$ cat config.mk
export PLATFORM = sky130hd
export DESIGN_NAME = prism_cfg_bank
export DESIGN_NICKNAME = d
export VERILOG_FILES = /design/src/rtl/prism_cfg_pkg.sv /design/src/rtl/prism_cfg_store.sv /design/src/rtl/prism_cfg_bank.sv
export SDC_FILE = /design/constraint.sdc
export NUM_CORES = 1
export LEC_CHECK = 0
export ABC_CLOCK_PERIOD_IN_PS = 5970
export CORE_ASPECT_RATIO = 0.8
export CORE_UTILIZATION = 40
export DETAILED_ROUTE_END_ITERATION = 10
export GPL_ROUTABILITY_DRIVEN = 1
export GPL_TIMING_DRIVEN = 0
export PLACE_DENSITY = 0.72
export SYNTH_ARGS = -nofsm -noshare
export SYNTH_HDL_FRONTEND = slang
export SYNTH_SLANG_ARGS = --single-unit
$ cat constraint.sdc
create_clock -name clk -period 5.97 [get_ports clk]
set_input_delay 0.597 -clock clk [delete_from_list [all_inputs] [get_ports clk]]
set_output_delay 0.597 -clock clk [all_outputs]
set_load 0.05 [all_outputs]
$ cat src/rtl/prism_cfg_pkg.sv
// Shared definitions for the PRISM configuration bank: register map,
// register bit positions, sequencer states and the byte-lane helper.
package prism_cfg_pkg;

  localparam logic [5:0] ADDR_CTRL     = 6'h00;
  localparam logic [5:0] ADDR_STAGE_LO = 6'h04;
  localparam logic [5:0] ADDR_STAGE_HI = 6'h08;
  localparam logic [5:0] ADDR_STATUS   = 6'h0C;
  localparam logic [5:0] ADDR_RD_SEL   = 6'h10;
  localparam logic [5:0] ADDR_RD_LO    = 6'h14;
  localparam logic [5:0] ADDR_RD_HI    = 6'h18;

  localparam int CTRL_MODE    = 0;
  localparam int CTRL_IRQ_EN  = 1;
  localparam int CTRL_IDX_LSB = 8;
  localparam int CTRL_LOCK    = 15;

  localparam int STAT_BUSY     = 0;
  localparam int STAT_DONE     = 1;
  localparam int STAT_OVERRUN  = 2;
  localparam int STAT_LOCK_ERR = 3;
  localparam int STAT_CNT_LSB  = 8;

  localparam logic [1:0] WN_B8   = 2'b00;
  localparam logic [1:0] WN_B16  = 2'b01;
  localparam logic [1:0] WN_B32  = 2'b10;
  localparam logic [1:0] WN_NONE = 2'b11;

  typedef enum logic [1:0] {
    ST_IDLE  = 2'd0,
    ST_SHIFT = 2'd1,
    ST_INDEX = 2'd2,
    ST_DONE  = 2'd3
  } state_e;

  // Bits of a 32-bit register touched by a bus write of the given size
  function automatic logic [31:0] lane_mask(input logic [1:0] wn);
    logic [31:0] m;
    case (wn)
      WN_B8:   m = 32'h0000_00FF;
      WN_B16:  m = 32'h0000_FFFF;
      WN_B32:  m = 32'hFFFF_FFFF;
      WN_NONE: m = 32'h0000_0000;
      default: m = 32'h0000_0000;
    endcase
    return m;
  endfunction

endpackage

$ cat src/rtl/prism_cfg_store.sv
// DEPTH x WIDTH configuration storage. Each entry loads only on its own
// enable, from its lower neighbour (shift) or from the staging word.
module prism_cfg_store
  import prism_cfg_pkg::*;
#(
  parameter int WIDTH = 48,
  parameter int DEPTH = 8
) (
  input  logic                     clk,
  input  logic                     rst_n,
  input  logic [DEPTH-1:0]         en,
  input  logic                     shift_sel,
  input  logic [WIDTH-1:0]         staging,
  output logic [WIDTH*DEPTH-1:0]   config_bus
);

  logic [WIDTH-1:0] entry_r [DEPTH];
  logic [WIDTH-1:0] src_s   [DEPTH];

  for (genvar g = 0; g < DEPTH; g++) begin : g_entry
    if (g == 0) begin : g_head
      assign src_s[g] = staging;
    end else begin : g_link
      assign src_s[g] = shift_sel ? entry_r[g-1] : staging;
    end
    assign config_bus[g*WIDTH +: WIDTH] = entry_r[g];
  end

  // Per-entry load; reset clears the whole chain asynchronously
  always_ff @(posedge clk or negedge rst_n) begin
    if (!rst_n) begin
      for (int i = 0; i < DEPTH; i++) begin
        entry_r[i] <= '0;
      end
    end else begin
      for (int i = 0; i < DEPTH; i++) begin
        if (en[i]) begin
          entry_r[i] <= src_s[i];
        end
      end
    end
  end

endmodule

$ cat src/rtl/prism_cfg_bank.sv
// PRISM configuration bank: bus register file, staging word, commit
// sequencer and readback path around the entry store.
module prism_cfg_bank
  import prism_cfg_pkg::*;
#(
  parameter int WIDTH = 48,
  parameter int DEPTH = 8
) (
  input  logic                   clk,
  input  logic                   rst_n,
  input  logic [5:0]             address,
  input  logic [31:0]            data_in,
  input  logic [1:0]             data_write_n,
  input  logic [1:0]             data_read_n,
  output logic [31:0]            data_out,
  output logic                   data_ready,
  output logic                   user_interrupt,
  output logic [WIDTH*DEPTH-1:0] config_bus
);

  localparam int IW = $clog2(DEPTH);

  state_e           state_r, state_next_s;
  logic [IW-1:0]    ptr_r, ptr_next_s;
  logic [DEPTH-1:0] en_s;
  logic             shift_sel_s, done_set_s;

  logic [WIDTH-1:0] stage_r;
  logic             mode_r, irq_en_r, lock_r;
  logic [IW-1:0]    wr_idx_r, rd_sel_r;
  logic             done_r, overrun_r, lock_err_r;
  logic [7:0]       cnt_r;

  logic             busy_s, wr_s, commit_req_s, commit_go_s;
  logic [31:0]      wmask_s, ctrl_rd_s, ctrl_wr_s, lo_wr_s, hi_rd_s, hi_wr_s;
  logic [31:0]      w1c_s, rd_lo_s, rd_hi_s, data_out_s;
  logic [WIDTH-1:0] entry_sel_s;
  logic             unused_s;

  assign busy_s       = (state_r != ST_IDLE);
  assign wr_s         = (data_write_n != WN_NONE);
  assign wmask_s      = lane_mask(data_write_n);
  assign commit_req_s = (address == ADDR_STAGE_HI) && (data_write_n == WN_B32);
  assign commit_go_s  = commit_req_s && !busy_s && !lock_r;

  always_comb begin
    ctrl_rd_s                        = 32'h0000_0000;
    ctrl_rd_s[CTRL_MODE]             = mode_r;
    ctrl_rd_s[CTRL_IRQ_EN]           = irq_en_r;
    ctrl_rd_s[CTRL_IDX_LSB +: IW]    = wr_idx_r;
    ctrl_rd_s[CTRL_LOCK]             = lock_r;
  end

  assign hi_rd_s   = 32'(stage_r[WIDTH-1:32]);
  assign ctrl_wr_s = (ctrl_rd_s & ~wmask_s) | (data_in & wmask_s);
  assign lo_wr_s   = (stage_r[31:0] & ~wmask_s) | (data_in & wmask_s);
  assign hi_wr_s   = (hi_rd_s & ~wmask_s) | (data_in & wmask_s);
  assign w1c_s     = (wr_s && address == ADDR_STATUS) ? (data_in & wmask_s) : 32'h0000_0000;

  assign entry_sel_s = config_bus[rd_sel_r*WIDTH +: WIDTH];
  assign rd_lo_s     = entry_sel_s[31:0];
  assign rd_hi_s     = 32'(entry_sel_s[WIDTH-1:32]);

  // CTRL, staging and RD_SEL; CTRL/staging are frozen while a commit runs
  always_ff @(posedge clk or negedge rst_n) begin
    if (!rst_n) begin
      mode_r   <= 1'b0;
      irq_en_r <= 1'b0;
      lock_r   <= 1'b0;
      wr_idx_r <= '0;
      rd_sel_r <= '0;
      stage_r  <= '0;
    end else begin
      if (wr_s && !busy_s && address == ADDR_CTRL) begin
        mode_r   <= ctrl_wr_s[CTRL_MODE];
        irq_en_r <= ctrl_wr_s[CTRL_IRQ_EN];
        wr_idx_r <= ctrl_wr_s[CTRL_IDX_LSB +: IW];
        lock_r   <= lock_r | ctrl_wr_s[CTRL_LOCK];
      end
      if (wr_s && !busy_s && address == ADDR_STAGE_LO) begin
        stage_r[31:0] <= lo_wr_s;
      end
      if (wr_s && !busy_s && address == ADDR_STAGE_HI) begin
        stage_r[WIDTH-1:32] <= hi_wr_s[WIDTH-33:0];
      end
      if (wr_s && address == ADDR_RD_SEL) begin
        rd_sel_r <= data_in[IW-1:0];
      end
    end
  end

  // Sticky status flags: a set in the same cycle as a W1C clear wins
  always_ff @(posedge clk or negedge rst_n) begin
    if (!rst_n) begin
      done_r     <= 1'b0;
      overrun_r  <= 1'b0;
      lock_err_r <= 1'b0;
      cnt_r      <= 8'd0;
    end else begin
      done_r     <= done_set_s | (done_r & ~w1c_s[STAT_DONE]);
      overrun_r  <= (commit_req_s && busy_s) | (overrun_r & ~w1c_s[STAT_OVERRUN]);
      lock_err_r <= (commit_req_s && !busy_s && lock_r) | (lock_err_r & ~w1c_s[STAT_LOCK_ERR]);
      if (done_set_s && cnt_r != 8'hFF) begin
        cnt_r <= cnt_r + 8'd1;
      end
    end
  end

  // Sequencer state and shift pointer
  always_ff @(posedge clk or negedge rst_n) begin
    if (!rst_n) begin
      state_r <= ST_IDLE;
      ptr_r   <= '0;
    end else begin
      state_r <= state_next_s;
      ptr_r   <= ptr_next_s;
    end
  end

  // Exactly one entry enable per SHIFT/INDEX cycle, none otherwise
  always_comb begin
    state_next_s = state_r;
    ptr_next_s   = ptr_r;
    en_s         = '0;
    shift_sel_s  = 1'b0;
    done_set_s   = 1'b0;
    case (state_r)
      ST_IDLE: begin
        if (commit_go_s) begin
          if (mode_r) begin
            state_next_s = ST_INDEX;
          end else begin
            state_next_s = ST_SHIFT;
            ptr_next_s   = IW'(DEPTH - 1);
          end
        end else begin
          state_next_s = ST_IDLE;
        end
      end
      ST_SHIFT: begin
        en_s[ptr_r] = 1'b1;
        shift_sel_s = 1'b1;
        if (ptr_r == '0) begin
          state_next_s = ST_DONE;
        end else begin
          ptr_next_s = ptr_r - 1'b1;
        end
      end
      ST_INDEX: begin
        en_s[wr_idx_r] = 1'b1;
        state_next_s   = ST_DONE;
      end
      ST_DONE: begin
        done_set_s   = 1'b1;
        state_next_s = ST_IDLE;
      end
      default: begin
        state_next_s = ST_IDLE;
      end
    endcase
  end

  // Read decode
  always_comb begin
    data_out_s = 32'h0000_0000;
    case (address)
      ADDR_CTRL:     data_out_s = ctrl_rd_s;
      ADDR_STAGE_LO: data_out_s = stage_r[31:0];
      ADDR_STAGE_HI: data_out_s = hi_rd_s;
      ADDR_STATUS:   data_out_s = {16'h0000, cnt_r, 4'h0, lock_err_r, overrun_r, done_r, busy_s};
      ADDR_RD_SEL:   data_out_s = 32'(rd_sel_r);
      ADDR_RD_LO:    data_out_s = rd_lo_s;
      ADDR_RD_HI:    data_out_s = rd_hi_s;
      default:       data_out_s = 32'h0000_0000;
    endcase
  end

  assign data_out       = data_out_s;
  assign data_ready     = 1'b1;
  assign user_interrupt = done_r & irq_en_r;
  assign unused_s       = ^{data_read_n, ctrl_wr_s, hi_wr_s, STAT_BUSY, STAT_CNT_LSB};

  prism_cfg_store #(
    .WIDTH (WIDTH),
    .DEPTH (DEPTH)
  ) u_store (
    .clk        (clk),
    .rst_n      (rst_n),
    .en         (en_s),
    .shift_sel  (shift_sel_s),
    .staging    (stage_r),
    .config_bus (config_bus)
  );

endmodule

# --- Yosys cells after proc, flatten, opt, wreduce, memory -nomap -nowiden ---
# Index checks and enable logic that the tools add are counted.
word_totals:
  ff_bits: 457
  wordCells: 114
  in_bits: 44
  output_inout_bits: 418
op_classes:
  multipliers: 1
  muxes: 25
  n_addsub: 2
  bitwise_logic: 19
  n_reduce_logical: 23
  order_cmp: 4
  shift: 1
  eq_ne: 18
ops:
  columns: ["operator", "n"]
  rows:
  - ["variable part select 384 x 10 -> 48 bit", 1]
  - ["2-to-1 mux 48 bit", 7]
  - ["case mux 32 bit (7 select lines)", 1]
  - ["case mux 32 bit (4 select lines)", 1]
  - ["bitwise AND 32 bit", 2]
  - ["bitwise AND 16 bit", 2]
  - ["NOT 32 bit", 1]
  - ["bitwise OR 16 bit", 2]
  - ["bitwise OR 32 bit", 1]
  - ["== test 6 x 5 -> 1 bit, second input constant", 3]
  - ["case mux 8 bit (2 select lines)", 1]
  - ["logical AND 1 bit", 14]
  - ["== test 6 x 4 -> 1 bit, second input constant", 2]
  - ["inequality test 2 bit, second input constant", 5]
  - ["2-to-1 mux 3 bit", 3]
  - ["adder 8 x 1 -> 8 bit, second input constant", 1]
  - ["== test 2 bit, second input constant", 4]
  - ["less-than comparator 3 x 4 -> 1 bit, second input constant", 2]
  - ["inequality test 8 bit, second input constant", 1]
  - ["case mux 2 bit (4 select lines)", 1]
  - ["demux 1 bit (select 3 bit)", 2]
  - ["== test 6 x 3 -> 1 bit, second input constant", 1]
  - ["greater-or-equal comparator 3 x 1 -> 1 bit, second input constant", 2]
  - ["logical NOT 6 bit", 1]
  - ["other kinds (15)", 32]

# --- Depth between registers and ports, before layout ---
depth:
  ltp_word: 7
  ltp_mapped: 9
  depth_no_buf: 6

# --- Cells and area by module ---
# From an unflattened synthesis, not the netlist that was laid out.
unflattened:
  cells_unflattened: 2229
  hier_area_um2: 22711.8
modules_own_cells:
  columns: ["module", "seq_area_each_um2", "instances", "area_each_um2", "cells_per_inst"]
  rows:
  - ["prism_cfg_store", 9609.2, 1, 15857.7, 1660]
  - ["prism_cfg_bank", 1826.8, 1, 6854.1, 569]

# --- Worst setup path after synthesis ---
# No wires, ideal clock.
synth_path:
  path_type: "in2out"
  start: "input address[3]"
  end: "output data_out[16]"
  path_stages: 5
  n_path_buf: 2
  path_slack_ns: 2.499
  required_ns: 5.373
  arrival_ns: 2.874
  cell_sequence: "buf_4 or3b_2 or2_2 clkbuf_1 o21ai_0"
synth_between:
  elab_chain_len: 2
  elab_cells_between_ends: 8
  classes_between: "eq/ne (6); mux (1); reduce/logical (1)"
synth_rtl:
  columns: ["element", "line_no", "rtl"]
  rows:
  - ["start: declaration", "prism_cfg_bank.sv:11", "input logic [5:0] address,"]
  - ["== test 6 x 5 -> 1 bit (tied with other cells)", "prism_cfg_bank.sv:166", "case (address)"]
  - ["case mux 32 bit (7 select lines) *", "prism_cfg_bank.sv:166", null]
  - ["end: declaration", "prism_cfg_bank.sv:15", "output logic [31:0] data_out,"]
# Every way passes the cells marked *; elsewhere a longest branch is shown, timed or not.

# --- Worst setup path after layout ---
layout_path:
  start: "register rd_sel_r[1]"
  end: "output data_out[2]"
layout_between:
  elab_chain_len: 3
layout_rtl:
  columns: ["element", "line_no", "rtl"]
  rows:
  - ["start: declaration", "prism_cfg_bank.sv:30", "logic [IW-1:0] wr_idx_r, rd_sel_r;"]
  - ["start signal: assignment", "prism_cfg_bank.sv:87", "rd_sel_r <= data_in[IW-1:0];"]
  - ["multiplier 3 x 2 -> 5 bit", "prism_cfg_bank.sv:60", "assign entry_sel_s = config_bus[rd_sel_r*WIDTH +: WIDTH];"]
  - ["variable part select 384 x 10 -> 48 bit", "prism_cfg_bank.sv:60", null]
  - ["case mux 32 bit (7 select lines)", "prism_cfg_bank.sv:166", null]
# Every way passes these cells.

==> run_results.csv <==
group,metric,value,unit
floorplan,die_h,214,um
floorplan,pin_count,462,
grt,grt_max_degree,123,
layout,final_util,53.8,%
sta,setup_viol,0,
place,portBuffers,457,
clock_network,numClockSinks,457,
setup_path,arrival,4.82,ns
setup_path,path_cells,"buf_2 -> buf_2 -> buf_1 -> nor2_1 -> a22oi_1 -> o211ai_1 -> o2111ai_1 -> clkdlybuf4s50_1",
grt,globalRouteOverflowTotal,0,
clock_network,postCtsSetupBuffers,0,
clock_network,clkSlewWorstSetupHoldPaths,0.06,ns
sta,skew,0.0260,ns
place,place_area,28100,um^2
grt,grt_pass1_wl,152000,um
logic_synthesis,syn_area_per_cell,10.2,um^2
layout,nets,2764,
clock_network,cts_tree,"done",
place,dp_worst_setup_slack,1.14,ns
place,hpwl,76800,um
logic_synthesis,synth_nets,2253,
sta,min_period_over_period,90.7,%
sta,min_period,5.42,ns
route,drc,0,
sta,max_slew_margin,-0.847,%
clock_network,cts.path.max_buffers,3,
pwr,power,7.67,mW
pwr,leakagePower,12.1,nW
setup_path,crit_path_end_kind,"output pin",
run_status,violations,"capacitance limit, slew limit",
run_status,outcome,"complete, but fails checks",
sta,postLayoutSetupSlackWorst,0.553,ns
floorplan,die_w,267,um
setup_path,startpoint,"rd_sel_r[1]",
sta,clock.fmax,0.185,GHz
floorplan,dieArea,57200,um^2
setup_path,cp_data_required_time,5.37,ns
place,gpl.final_weighted_congestion,0.957,
sta,worstMarginPinSlew,1.51,ns
clock_network,cts_hold_buf,0,
setup_path,crit_top_cell,"buf_2",
pwr,cellPowerDensity,257,nW/um^2
grt,grt_usage,36.7,%
sta,rsz0062_at_grt,"false",
route,wl_per_cell,30.3,um
logic_synthesis,synth_edf_count,0,
clock_network,post_cts_resized,0,
grt,grt_pass1_vias,21200,
place,dp_cells,3409,
route,dr.first_iter.drc_count,3801,
setup_path,slowest_stage,"buf_1",
logic_synthesis,synth-seq-cells,457,
layout,final-instance-count-excl-fill,3504,
job,maxCapViolations,1,
logic_synthesis,yosysSeqAreaShare,50.9,%
floorplan,coreArea,55400,um^2
setup_path,crit_type,"flop to output pin",
clock_network,clk_latency,0.61,ns
grt,antenna_found_initial,7,
route,dr.pass1.iters,6,
floorplan,start_util,40.6,%
layout,area_growth,32.7,%
route,vias_per_cell,6.34,
route,vias,22200,
layout,finish.instance_area,29800,um^2
setup_path,path_max_fanout,10,
sta,hold_viol,0,
route,drt-total-wl,106000,um
floorplan,rows,77,
logic_synthesis,synth.distinct_cells,61,
clock_network,cts_buffers,49,
setup_path,reg2reg_from,"state_r[1]",
pwr,ir_drop,0.198,mV
logic_synthesis,postSynthCellCount,2199,
clock_network,cts_root_buf,"clkbuf_16",
route,postRouteAntennaNets,0,
logic_synthesis,synthArstFlopShare,100,%
sta,drv_slew,11,
setup_path,slowest_delay,1.01,ns
layout,drive_gt1_share,11.3,%
setup_path,ff2ff_path_depth,8,
setup_path,r2r_setup_slack,2.31,ns
worst_hold_path,hp-class,"input pin to asynchronous set/reset pin",
setup_path,crit_path_start_kind,"flop",
logic_synthesis,synth_warnings,0,
clock_network,cts_htree_levels,2,
logic_synthesis,ys_dominant_reg_cell,"dfrtp_1",
logic_synthesis,netlist_area,22500,um^2
cell usage after synthesis, drive strengths merged (3+ instances only):
library cell  instances  share of area [%]
a22o                  5               0.19
a21oi               389                8.7
xnor2                 4               0.16
nor3                  7               0.16
nor2                 63                1.1
ha                   10               0.56
nand2b                3              0.083
a222oi                5               0.22
nor2b                53                1.5
o211ai               14               0.47
or3b                  3               0.12
a22oi                26               0.87
and4b                 7               0.31
mux2                113                5.8
clkbuf              117                2.0
nor4bb                6               0.27
xor2                  3               0.12
nand4                 5               0.14
a211o                 5               0.19
inv                  10               0.17
nand3                 9               0.26
a311o                 3               0.13
o2111ai              15               0.58
o21ai               313                7.0
nor4                  3               0.22
nand2               326                5.5
dfrtp               457                 51
mux2i                75                3.3
buf                  53                1.1
mux4                 71                7.1
cells by family after synthesis:
group,synth area share [%]
adder cells (fa/ha/maj),0.557
buffers and inverters,3.21
flip-flops,50.9
XOR/XNOR,0.273
multiplexers,16.3
other,0.0167
AO/OA/AOI/OAI,18.8
AND/OR/NAND/NOR,9.95
where the power goes:
part           switching, mW  internal, mW  leakage (nW)
sequential            0.0860          3.16          6.34
combinational          0.740         0.355          4.94
clock                   1.38          1.95         0.835
cells in the final DEF (no fill, tap or decap), types with 9 or more instances in the layout:
cell	count
clkdlybuf4s50_1	456
a21oi_1	389
mux2_4	10
clkbuf_8	10
mux2_2	103
clkbuf_1	124
clkbuf_16	51
o211ai_1	14
buf_1	24
inv_1	9
ha_1	10
o2111ai_1	15
mux4_2	71
dfrtp_1	457
mux2i_1	75
a22oi_1	26
nor2_1	62
nand2_1	324
nor2b_1	53
buf_2	26
o21ai_0	306
metrics by stage:
step / hold WS, ns / TNS, ns
after floorplan: 0.301 / 0
after global placement: 0.476 / -7122.36
after detailed placement: 0.488 / 0
after CTS: 0.0953 / 0
after global routing: 0.124 / 0
final: 0.00855 / 0
layout make-up:
class / instances / area, um^2
clock buffers: 68 / 1440
multi-input cells: 1562 / 10300
fillers: 4794 / 25600
inverters: 10 / 37.5
diodes: 5 / 12.5
clock inverters: 22 / 287
flip-flops and latches: 457 / 11400
repair buffers: 460 / 4660
well taps: 750 / 938
plain buffers: 170 / 686
critical path, delay by kind of cell (launching register included):
family	cells	cell delay (ns)
buffers and inverters	4	2.48
AOI/OAI and AO/OA	3	0.79
and+or+nand+nor	1	0.60
DFF	1	0.33
worst paths after layout:
check,endpoint
max,data_out[2]
min,u_store.config_bus[346]
max reg2reg,u_store.config_bus[333]
min reg2reg,lock_err_r
max in group asynchronous,u_store.config_bus[79]
min in group clk,lock_err_r
routing by layer:
layer,vias to the layer above,routed length (um),track usage [%]
li1,8978,-,-
met1,11100,40100,49.3
met2,1816,46200,53.7
met3,290,15200,13.1
met4,2,4600,14.8
met5,-,13,0
Note: power is estimated with default switching activity, not from simulation.
